==> src/rtl/decode_pkg.sv <==
// Shared types and constants for the decode stage: immediate modes, default
// field geometry, the decoded bundle layout and a field-extension helper.
package decode_pkg;

    localparam int DEF_XLEN   = 16;
    localparam int DEF_REG_AW = 4;
    localparam int DEF_OPW    = 4;
    localparam int DEF_ILEN   = DEF_OPW + 3 * DEF_REG_AW;
    localparam int DEF_NREGS  = 2 ** DEF_REG_AW;

    // Instruction layout, MSB to LSB: opcode, rd, rs1, rs2.
    localparam int RS2_LSB = 0;
    localparam int RS1_LSB = DEF_REG_AW;
    localparam int RD_LSB  = 2 * DEF_REG_AW;
    localparam int OP_LSB  = 3 * DEF_REG_AW;

    typedef enum logic [1:0] {
        IMM_S4 = 2'd0,
        IMM_S8 = 2'd1,
        IMM_Z8 = 2'd2,
        IMM_BR = 2'd3
    } imm_mode_e;

    typedef struct packed {
        logic [DEF_XLEN-1:0]   pc;
        logic [DEF_XLEN-1:0]   a;
        logic [DEF_XLEN-1:0]   b;
        logic [DEF_XLEN-1:0]   imm;
        logic [DEF_REG_AW-1:0] rd;
        logic [DEF_REG_AW-1:0] rs1;
        logic [DEF_REG_AW-1:0] rs2;
    } decode_bundle_t;

    // Keep the low w bits of v; fill the rest with v[w-1] when sign is set.
    function automatic logic [63:0] ext_field(input logic [63:0] v, input int w, input logic sign);
        logic [63:0] r;
        r = '0;
        for (int i = 0; i < 64; i++) begin
            r[i] = (i < w) ? v[i] : (sign & v[w-1]);
        end
        return r;
    endfunction

endpackage

==> src/rtl/decode_regfile.sv <==
// Register file: 2 combinational read ports, 1 write port, r0 hardwired to
// zero, synchronous reset, write-first bypass on the read ports.
module decode_regfile #(
    parameter int XLEN   = 16,
    parameter int REG_AW = 4
) (
    input  logic              clk,
    input  logic              rst,
    input  logic              we_i,
    input  logic [REG_AW-1:0] waddr_i,
    input  logic [XLEN-1:0]   wdata_i,
    input  logic [REG_AW-1:0] raddr1_i,
    input  logic [REG_AW-1:0] raddr2_i,
    output logic [XLEN-1:0]   rdata1_o,
    output logic [XLEN-1:0]   rdata2_o
);

    localparam int NREGS = 2 ** REG_AW;

    logic [XLEN-1:0] regs_q [NREGS];

    // NOTE: the reset clears every entry because software relies on the
    // architectural zero state; this keeps the array in flops, not SRAM.
    always_ff @(posedge clk) begin
        if (rst) begin
            for (int i = 0; i < NREGS; i++) begin
                // NOTE: state is updated with non-blocking assignments so all
                // flops sample the same pre-edge values.
                regs_q[i] <= '0;
            end
        end else if (we_i && waddr_i != '0) begin
            regs_q[waddr_i] <= wdata_i;
        end
    end

    assign rdata1_o = (raddr1_i == '0)                   ? '0      :
                      (we_i && waddr_i == raddr1_i)      ? wdata_i :
                                                           regs_q[raddr1_i];
    assign rdata2_o = (raddr2_i == '0)                   ? '0      :
                      (we_i && waddr_i == raddr2_i)      ? wdata_i :
                                                           regs_q[raddr2_i];

endmodule

==> src/rtl/decode_stage.sv <==
// Decode stage: field split, register read with bypass, immediate generation
// and one valid/ready output slot. Define DECODE_HAZARD_DETECT_EN to stall on load-use.
module decode_stage
    import decode_pkg::*;
#(
    parameter int XLEN   = DEF_XLEN,
    parameter int ILEN   = DEF_ILEN,
    parameter int REG_AW = DEF_REG_AW,
    parameter int OPW    = DEF_OPW
) (
    input  logic              clk,
    input  logic              rst,
    input  logic              in_valid,
    output logic              in_ready,
    input  logic [ILEN-1:0]   ir,
    input  logic [XLEN-1:0]   pc,
    input  logic [1:0]        immgenop,
    input  logic              wr_en,
    input  logic [REG_AW-1:0] wr_addr,
    input  logic [XLEN-1:0]   wr_data,
    input  logic              flush,
    input  logic              ex_is_load,
    input  logic [REG_AW-1:0] ex_rd,
    output logic              out_valid,
    input  logic              out_ready,
    output logic [XLEN-1:0]   pc_out,
    output logic [XLEN-1:0]   a,
    output logic [XLEN-1:0]   b,
    output logic [XLEN-1:0]   imm,
    output logic [REG_AW-1:0] rd_out,
    output logic [REG_AW-1:0] rs1_out,
    output logic [REG_AW-1:0] rs2_out,
    output logic              stall_hazard
);

    localparam int RS1_LO = REG_AW;
    localparam int RD_LO  = 2 * REG_AW;

    logic [REG_AW-1:0] rd_f, rs1_f, rs2_f;
    logic [XLEN-1:0]   rdata1, rdata2, imm_gen;
    logic              capture;

    logic              valid_q, valid_d;
    logic [XLEN-1:0]   pc_q, pc_d, a_q, a_d, b_q, b_d, imm_q, imm_d;
    logic [REG_AW-1:0] rd_q, rd_d, rs1_q, rs1_d, rs2_q, rs2_d;

    assign rs2_f = ir[0 +: REG_AW];
    assign rs1_f = ir[RS1_LO +: REG_AW];
    assign rd_f  = ir[RD_LO +: REG_AW];

    decode_regfile #(.XLEN(XLEN), .REG_AW(REG_AW)) u_regfile (
        .clk      (clk),
        .rst      (rst),
        .we_i     (wr_en),
        .waddr_i  (wr_addr),
        .wdata_i  (wr_data),
        .raddr1_i (rs1_f),
        .raddr2_i (rs2_f),
        .rdata1_o (rdata1),
        .rdata2_o (rdata2)
    );

`ifdef DECODE_HAZARD_DETECT_EN
    assign stall_hazard = in_valid && ex_is_load && ex_rd != '0 &&
                          (ex_rd == rs1_f || ex_rd == rs2_f);
    logic unused_bits;
    assign unused_bits = ^ir[ILEN-1:3*REG_AW];
`else
    assign stall_hazard = 1'b0;
    logic unused_bits;
    assign unused_bits = ^{ir[ILEN-1:3*REG_AW], ex_is_load, ex_rd};
`endif

    assign in_ready = (!valid_q || out_ready) && !stall_hazard && !flush;
    assign capture  = in_valid && in_ready;

    always_comb begin
        imm_gen = '0;
        unique case (imm_mode_e'(immgenop))
            IMM_S4: imm_gen = XLEN'(ext_field(64'(ir), REG_AW, 1'b1));
            IMM_S8: imm_gen = XLEN'(ext_field(64'(ir), 2 * REG_AW, 1'b1));
            IMM_Z8: imm_gen = XLEN'(ext_field(64'(ir), 2 * REG_AW, 1'b0));
            IMM_BR: imm_gen = XLEN'(ext_field(64'(ir), 3 * REG_AW, 1'b1) << 1);
        endcase
    end

    // NOTE: every _d starts as its _q so no path through this block leaves a
    // variable unassigned, which would otherwise infer a latch.
    always_comb begin
        valid_d = valid_q;
        pc_d    = pc_q;
        a_d     = a_q;
        b_d     = b_q;
        imm_d   = imm_q;
        rd_d    = rd_q;
        rs1_d   = rs1_q;
        rs2_d   = rs2_q;
        if (flush) begin
            valid_d = 1'b0;
        end else if (capture) begin
            valid_d = 1'b1;
            pc_d    = pc;
            a_d     = rdata1;
            b_d     = rdata2;
            imm_d   = imm_gen;
            rd_d    = rd_f;
            rs1_d   = rs1_f;
            rs2_d   = rs2_f;
        end else if (out_ready || !valid_q) begin
            // Slot drains with nothing new: either idle or a hazard bubble.
            valid_d = 1'b0;
        end
    end

    always_ff @(posedge clk) begin
        if (rst) begin
            valid_q <= 1'b0;
            pc_q    <= '0;
            a_q     <= '0;
            b_q     <= '0;
            imm_q   <= '0;
            rd_q    <= '0;
            rs1_q   <= '0;
            rs2_q   <= '0;
        end else begin
            valid_q <= valid_d;
            pc_q    <= pc_d;
            a_q     <= a_d;
            b_q     <= b_d;
            imm_q   <= imm_d;
            rd_q    <= rd_d;
            rs1_q   <= rs1_d;
            rs2_q   <= rs2_d;
        end
    end

    assign out_valid = valid_q;
    assign pc_out    = pc_q;
    assign a         = a_q;
    assign b         = b_q;
    assign imm       = imm_q;
    assign rd_out    = rd_q;
    assign rs1_out   = rs1_q;
    assign rs2_out   = rs2_q;

endmodule

==> config.mk <==
export PLATFORM = sky130hd
export DESIGN_NAME = decode_stage
export DESIGN_NICKNAME = d
export VERILOG_FILES = /design/src/rtl/decode_pkg.sv /design/src/rtl/decode_regfile.sv /design/src/rtl/decode_stage.sv
export SDC_FILE = /design/constraint.sdc
export NUM_CORES = 1
export LEC_CHECK = 0
export ABC_AREA = 1
export CORE_ASPECT_RATIO = 0.7
export CORE_MARGIN = 2
export CORE_UTILIZATION = 55
export DETAILED_ROUTE_END_ITERATION = 6
export PLACE_DENSITY = 0.78
export SETUP_SLACK_MARGIN = 0.05
export SLEW_MARGIN = 10
export SYNTH_ARGS = -nofsm -noshare
export SYNTH_HDL_FRONTEND = slang
export SYNTH_HIERARCHICAL = 1
export SYNTH_SLANG_ARGS = --single-unit
==> constraint.sdc <==
create_clock -name clk -period 4.05 [get_ports clk]
set_input_delay 0.81 -clock clk [delete_from_list [all_inputs] [get_ports clk]]
set_output_delay 0.81 -clock clk [all_outputs]
set_load 0.05 [all_outputs]
[Yosys cells after proc, flatten, opt, wreduce, memory -nomap -nowiden]
Memories as Yosys holds them, arrays and structs flattened.
Cells that the tools add are included.
Operators by class
  eq/ne operators: 5
  multiplexer cells: 15
  bitwise gates (word level): 1
  reductions and logical operators: 16
Operators with widths (number)
  $mux W16: 5
  $pmux W16 S4: 1
  $reduce_or A16 Y1: 1
  $eq A4 B4 Y1: 2
  $logic_not A4 Y1: 2
  $mux W1: 8
  $logic_and A1 B1 Y1: 5
  $eq A2 B2 Y1 const B: 2
  $mux W4: 1
  $reduce_bool A4 Y1: 1
  $eq A2 B1 Y1 const B: 1
  $logic_not A1 Y1: 2
  $logic_not A2 Y1: 1
  $reduce_and A2 Y1: 1
  $reduce_bool A2 Y1: 1
  $reduce_or A2 Y1: 1
  $logic_or A1 B1 Y1: 1
  $not A1 Y1: 1
Storage, ports and cells
  bits in registers: 77
  memory bits (writable): 256
  input bits: 65
  output and inout port bits: 79
  word-level logic and storage cells: 46
  memories kept: 1
Memories
  u_regfile.regs_q: words 16, width 16, read ports 2, clocked after memory_dff 0, wr ports 16, RTL line decode_regfile.sv:20  | logic [XLEN-1:0] regs_q [NREGS];

[Longest topological paths before layout]
  word-level depth: 7
  depth in mapped cells: 12
  mapped depth without buffers: 10

[Hierarchy]
The synthesis kept the hierarchy.
Modules (own cells, without submodules)
  decode_regfile: instances 1, cells an instance 2089, area each 15362.2 sq um, sequential area each 7687.4 sq um
  decode_stage: instances 1, cells an instance 387, area each 2821.5 sq um, sequential area each 1481.4 sq um

[Least setup slack after synthesis]
No wires, ideal clock.
  path kind: input to register
  start: in wr_addr[2]
  end: mem u_regfile.regs_q[6][0] (enable)
  library setup time: 372 ps
  arrival: 2153 ps
  required time: 3678 ps
  path slack: 1525 ps
  cell stages on the path: 8
  buffers on the path: 2
  path through: buf_2 -> nor2_4 -> nand2_1 -> nand2_2 -> nor4_4 -> nand2_2 -> buf_6 -> nand2_1
RTL lines
  start: declaration: RTL line decode_stage.sv:19  | input logic [REG_AW-1:0] wr_addr,
  end: declaration: RTL line decode_regfile.sv:20

[Worst setup path in the final report]
  start: in out_ready
  end: out in_ready
Between the ends
  cells in the longest elaborated chain, start to end: 2
Ends and longest elaborated chain
  start: declaration: RTL line decode_stage.sv:25  | input logic out_ready,
  $logic_or A1 B1 Y1: RTL line decode_stage.sv:74  | assign in_ready = (!valid_q || out_ready) && !stall_hazard && !flush;
  $logic_and A1 B1 Y1: RTL line decode_stage.sv:74
  end: declaration: RTL line decode_stage.sv:14  | output logic in_ready,
Every way passes these cells.

==> impl_metrics.yaml <==
synthesis:
  yosys-top-cells-area: "edfxtp_1, nand2_1, nand3_1"
  syn_inst: 2476
  async_flop_share_pct: 0
  yosys.area.top_type: "edfxtp_1"
  synth_flop_cell: "edfxtp_1"
  yosysSeqAreaShare_pct: 50.42
  synth.avg_cell_area_um2: 7.344
  yosysWarningCount: 6
  synth.top_cells.by_count: "nand2_1, nor2_1, nand3_1"
  yosysMostFrequentCell: "nand2_1"
  synth_top_area_share_pct: 42.28
  synth_seq_cells: 330
  synth_edf_count: 256
  synth_cell_type_count: 23
  syn_area_um2: 18180
layout:
  diodes: 0
  num-nets-final: 2616
  post-route-util_pct: 64.31
  design_area_um2: 20840
  drive_gt1_share_pct: 5.784
  syn2layout_area_growth_pct: 14.63
global_routing:
  grtUsageTotal_pct: 36.65
  top_usage_layer: "met2"
  grt_pass1_vias: 15927
  antenna_found_initial: 0
  grt_max_degree: 116
  grtUsageMet3_pct: 10.40
  grt_pass1_wl_um: 95550
  met2_usage_pct: 54.72
  grtUsageMet1_pct: 51.41
  grt.overflow.total: 0
clocking:
  cts_root_buf: "clkbuf_16"
  cts_buffers: 35
  post_cts_buffers: 0
  clock_latency_ns: 0.53
  htreeDepth: 2
  ctsResizeCount: 0
  clk_pin_slew_ns: 0.06
  clock-sinks: 330
  clockBufferDepth: 3
  cts_tree: "done"
  hold_buffers: 0
timing:
  fmax_ghz: 0.3208
  maxSlewHeadroom_pct: 29.10
  min_period_over_period_pct: 76.96
  period_needed_ns: 3.117
  setup_slack_ns: 0.9329
  finalSetupViolations: 0
  finClkSkew_ns: 0.01284
  worst_slew_pin_slew_ns: 1.062
  report.final.slew_viol_count: 0
  rsz0062_at_grt: "no"
  hold_viol_final: 0
  fin_setup_tns_ns: 0
outcome:
  violations: "design-rule violations"
  status: "finished, violations left"
worst_setup_path:
  critPathArrivalTime_ns: 2.31
  worstPathRequired_ns: 3.24
  r2r_start: "out_valid"
  rrSetupSlack_ns: 2.24
  cp_max_fo: 4
  rr_worst_depth: 6
  reg2reg_to: "pc_out[0]"
  criticalPathCategory: "input port to output pin"
  cp-start-kind: "input port"
  cp-end-kind: "output pin"
die:
  rows: 55
  die_y_um: 156.1
  ioPinCount: 144
  core_um2: 32410
  die_x_um: 221.3
  initial_core_util_pct: 56.10
  die_area_um2: 34560
power_and_ir_drop:
  ir_worst_vdd_v: 0.0004474
  powerDensity_nw_per_um2: 407.5
  p_leak_nw: 9.531
  p_total_mw: 8.494
hold_path:
  hold_path_class: "flip-flop to flip-flop"
  hold_depth: 2
  min_to: "b[10]"
  worstHoldStart: "b[10]"
drt:
  vias: 17607
  detail_route.drc_violations: 1
  via_per_inst: 5.863
  wl_per_cell_um: 21.55
  drtPass1Iterations: 7
  first_iter_violations: 3345
  ant_nets: 0
  routed_wl_um: 64720
placed_design:
  gp_congestion: 0.9798
  hpwl_um: 41820
  numPortBuffers: 133
  placed_area_um2: 19760
  dp_worst_setup_slack_ns: 0.7241
job:
  drv_cap: 0
-- critical path, cell delays in order --
cell             delay, ns
clkdlybuf4s50_1       0.45
inv_1                 0.05
nand2_2               0.10
nand2_1               0.06
inv_1                 0.05
clkdlybuf4s50_1       0.79
-- state kept, by name, summed over array words and instances, names as in the netlist --
| register | flops |
|---|---|
| u_regfile/regs_q | 256 |
| a | 16 |
| b | 16 |
| pc_out | 16 |
| imm | 13 |
| rd_out | 4 |
| rs1_out | 4 |
| rs2_out | 4 |
| out_valid | 1 |
-- cell type report --
class	instances	area, µm²
clock buffer	44	952.2
clock inverter	18	128.9
fill	2763	11570
inverter	243	917.1
multi-input combinational	1749	7336
sequential	330	9169
tap	427	534.3
timing repair buffer	192	1807
-- report_power, final --
part | switching [mW] | leakage [nW] | internal, mW | total, mW
sequential | 0.0768 | 3.05 | 3.84 | 3.91
clock | 1.34 | 0.517 | 1.79 | 3.13
combinational | 1.05 | 5.96 | 0.404 | 1.45
total | 2.47 | 9.53 | 6.03 | 8.49
-- cell families (layout without fill, tap and decap cells) --
kind of cell    Yosys count  in the layout  share of synthesized area [%]
xor+xnor                  2              2                        0.09635
buf+inv                 412            497                          9.544
other cells               2             17                        0.04130
compound gates          104            104                          2.862
simple gates           1626           1626                          37.03
flops                   330            330                          50.42
-- stage by stage --
step           hold WS, ns  std cells
2_1_floorplan       0.6813       2491
3_3_place_gp        0.4496       2941
3_5_place_dp        0.4553       2941
4_1_cts             0.4651       3003
5_1_grt             0.4749       3003
6_report            0.4627       3003
-- worst max-delay path by stage --
stage / startpoint / endpoint / slack, ns / cells after the start
floorplan: wr_addr[2] / u_regfile/regs_q[6][0] / 1.52 / 8
global placement: ir[6] / a[11] / 0.71 / 7
detailed placement: wr_addr[2] / u_regfile/regs_q[13][1] / 0.72 / 10
CTS: out_ready / in_ready / 0.93 / 6
global route: out_ready / in_ready / 0.86 / 6
finish: out_ready / in_ready / 0.93 / 6
-- layer usage --
metal	up-vias	share of wire [%]
met5	-	0
met4	0	3.7
met3	172	15
met2	1342	43
met1	8159	38
li1	7934	-
-- cell usage in the layout, fill, tap and decap left out, drive strengths merged, types with 33 or more instances in the layout --
| cell | netlist | layout |
|---|---|---|
| nand3 | 370 | 370 |
| clkdlybuf4s50 | 0 | 128 |
| nand2 | 860 | 860 |
| clkbuf | 72 | 44 |
| nor2 | 394 | 394 |
| a21oi | 71 | 71 |
| dfxtp | 74 | 74 |
| o21ai | 33 | 33 |
| edfxtp | 256 | 256 |
| inv | 243 | 243 |
| buf | 97 | 64 |
Note: power is estimated with default switching activity, not from simulation.
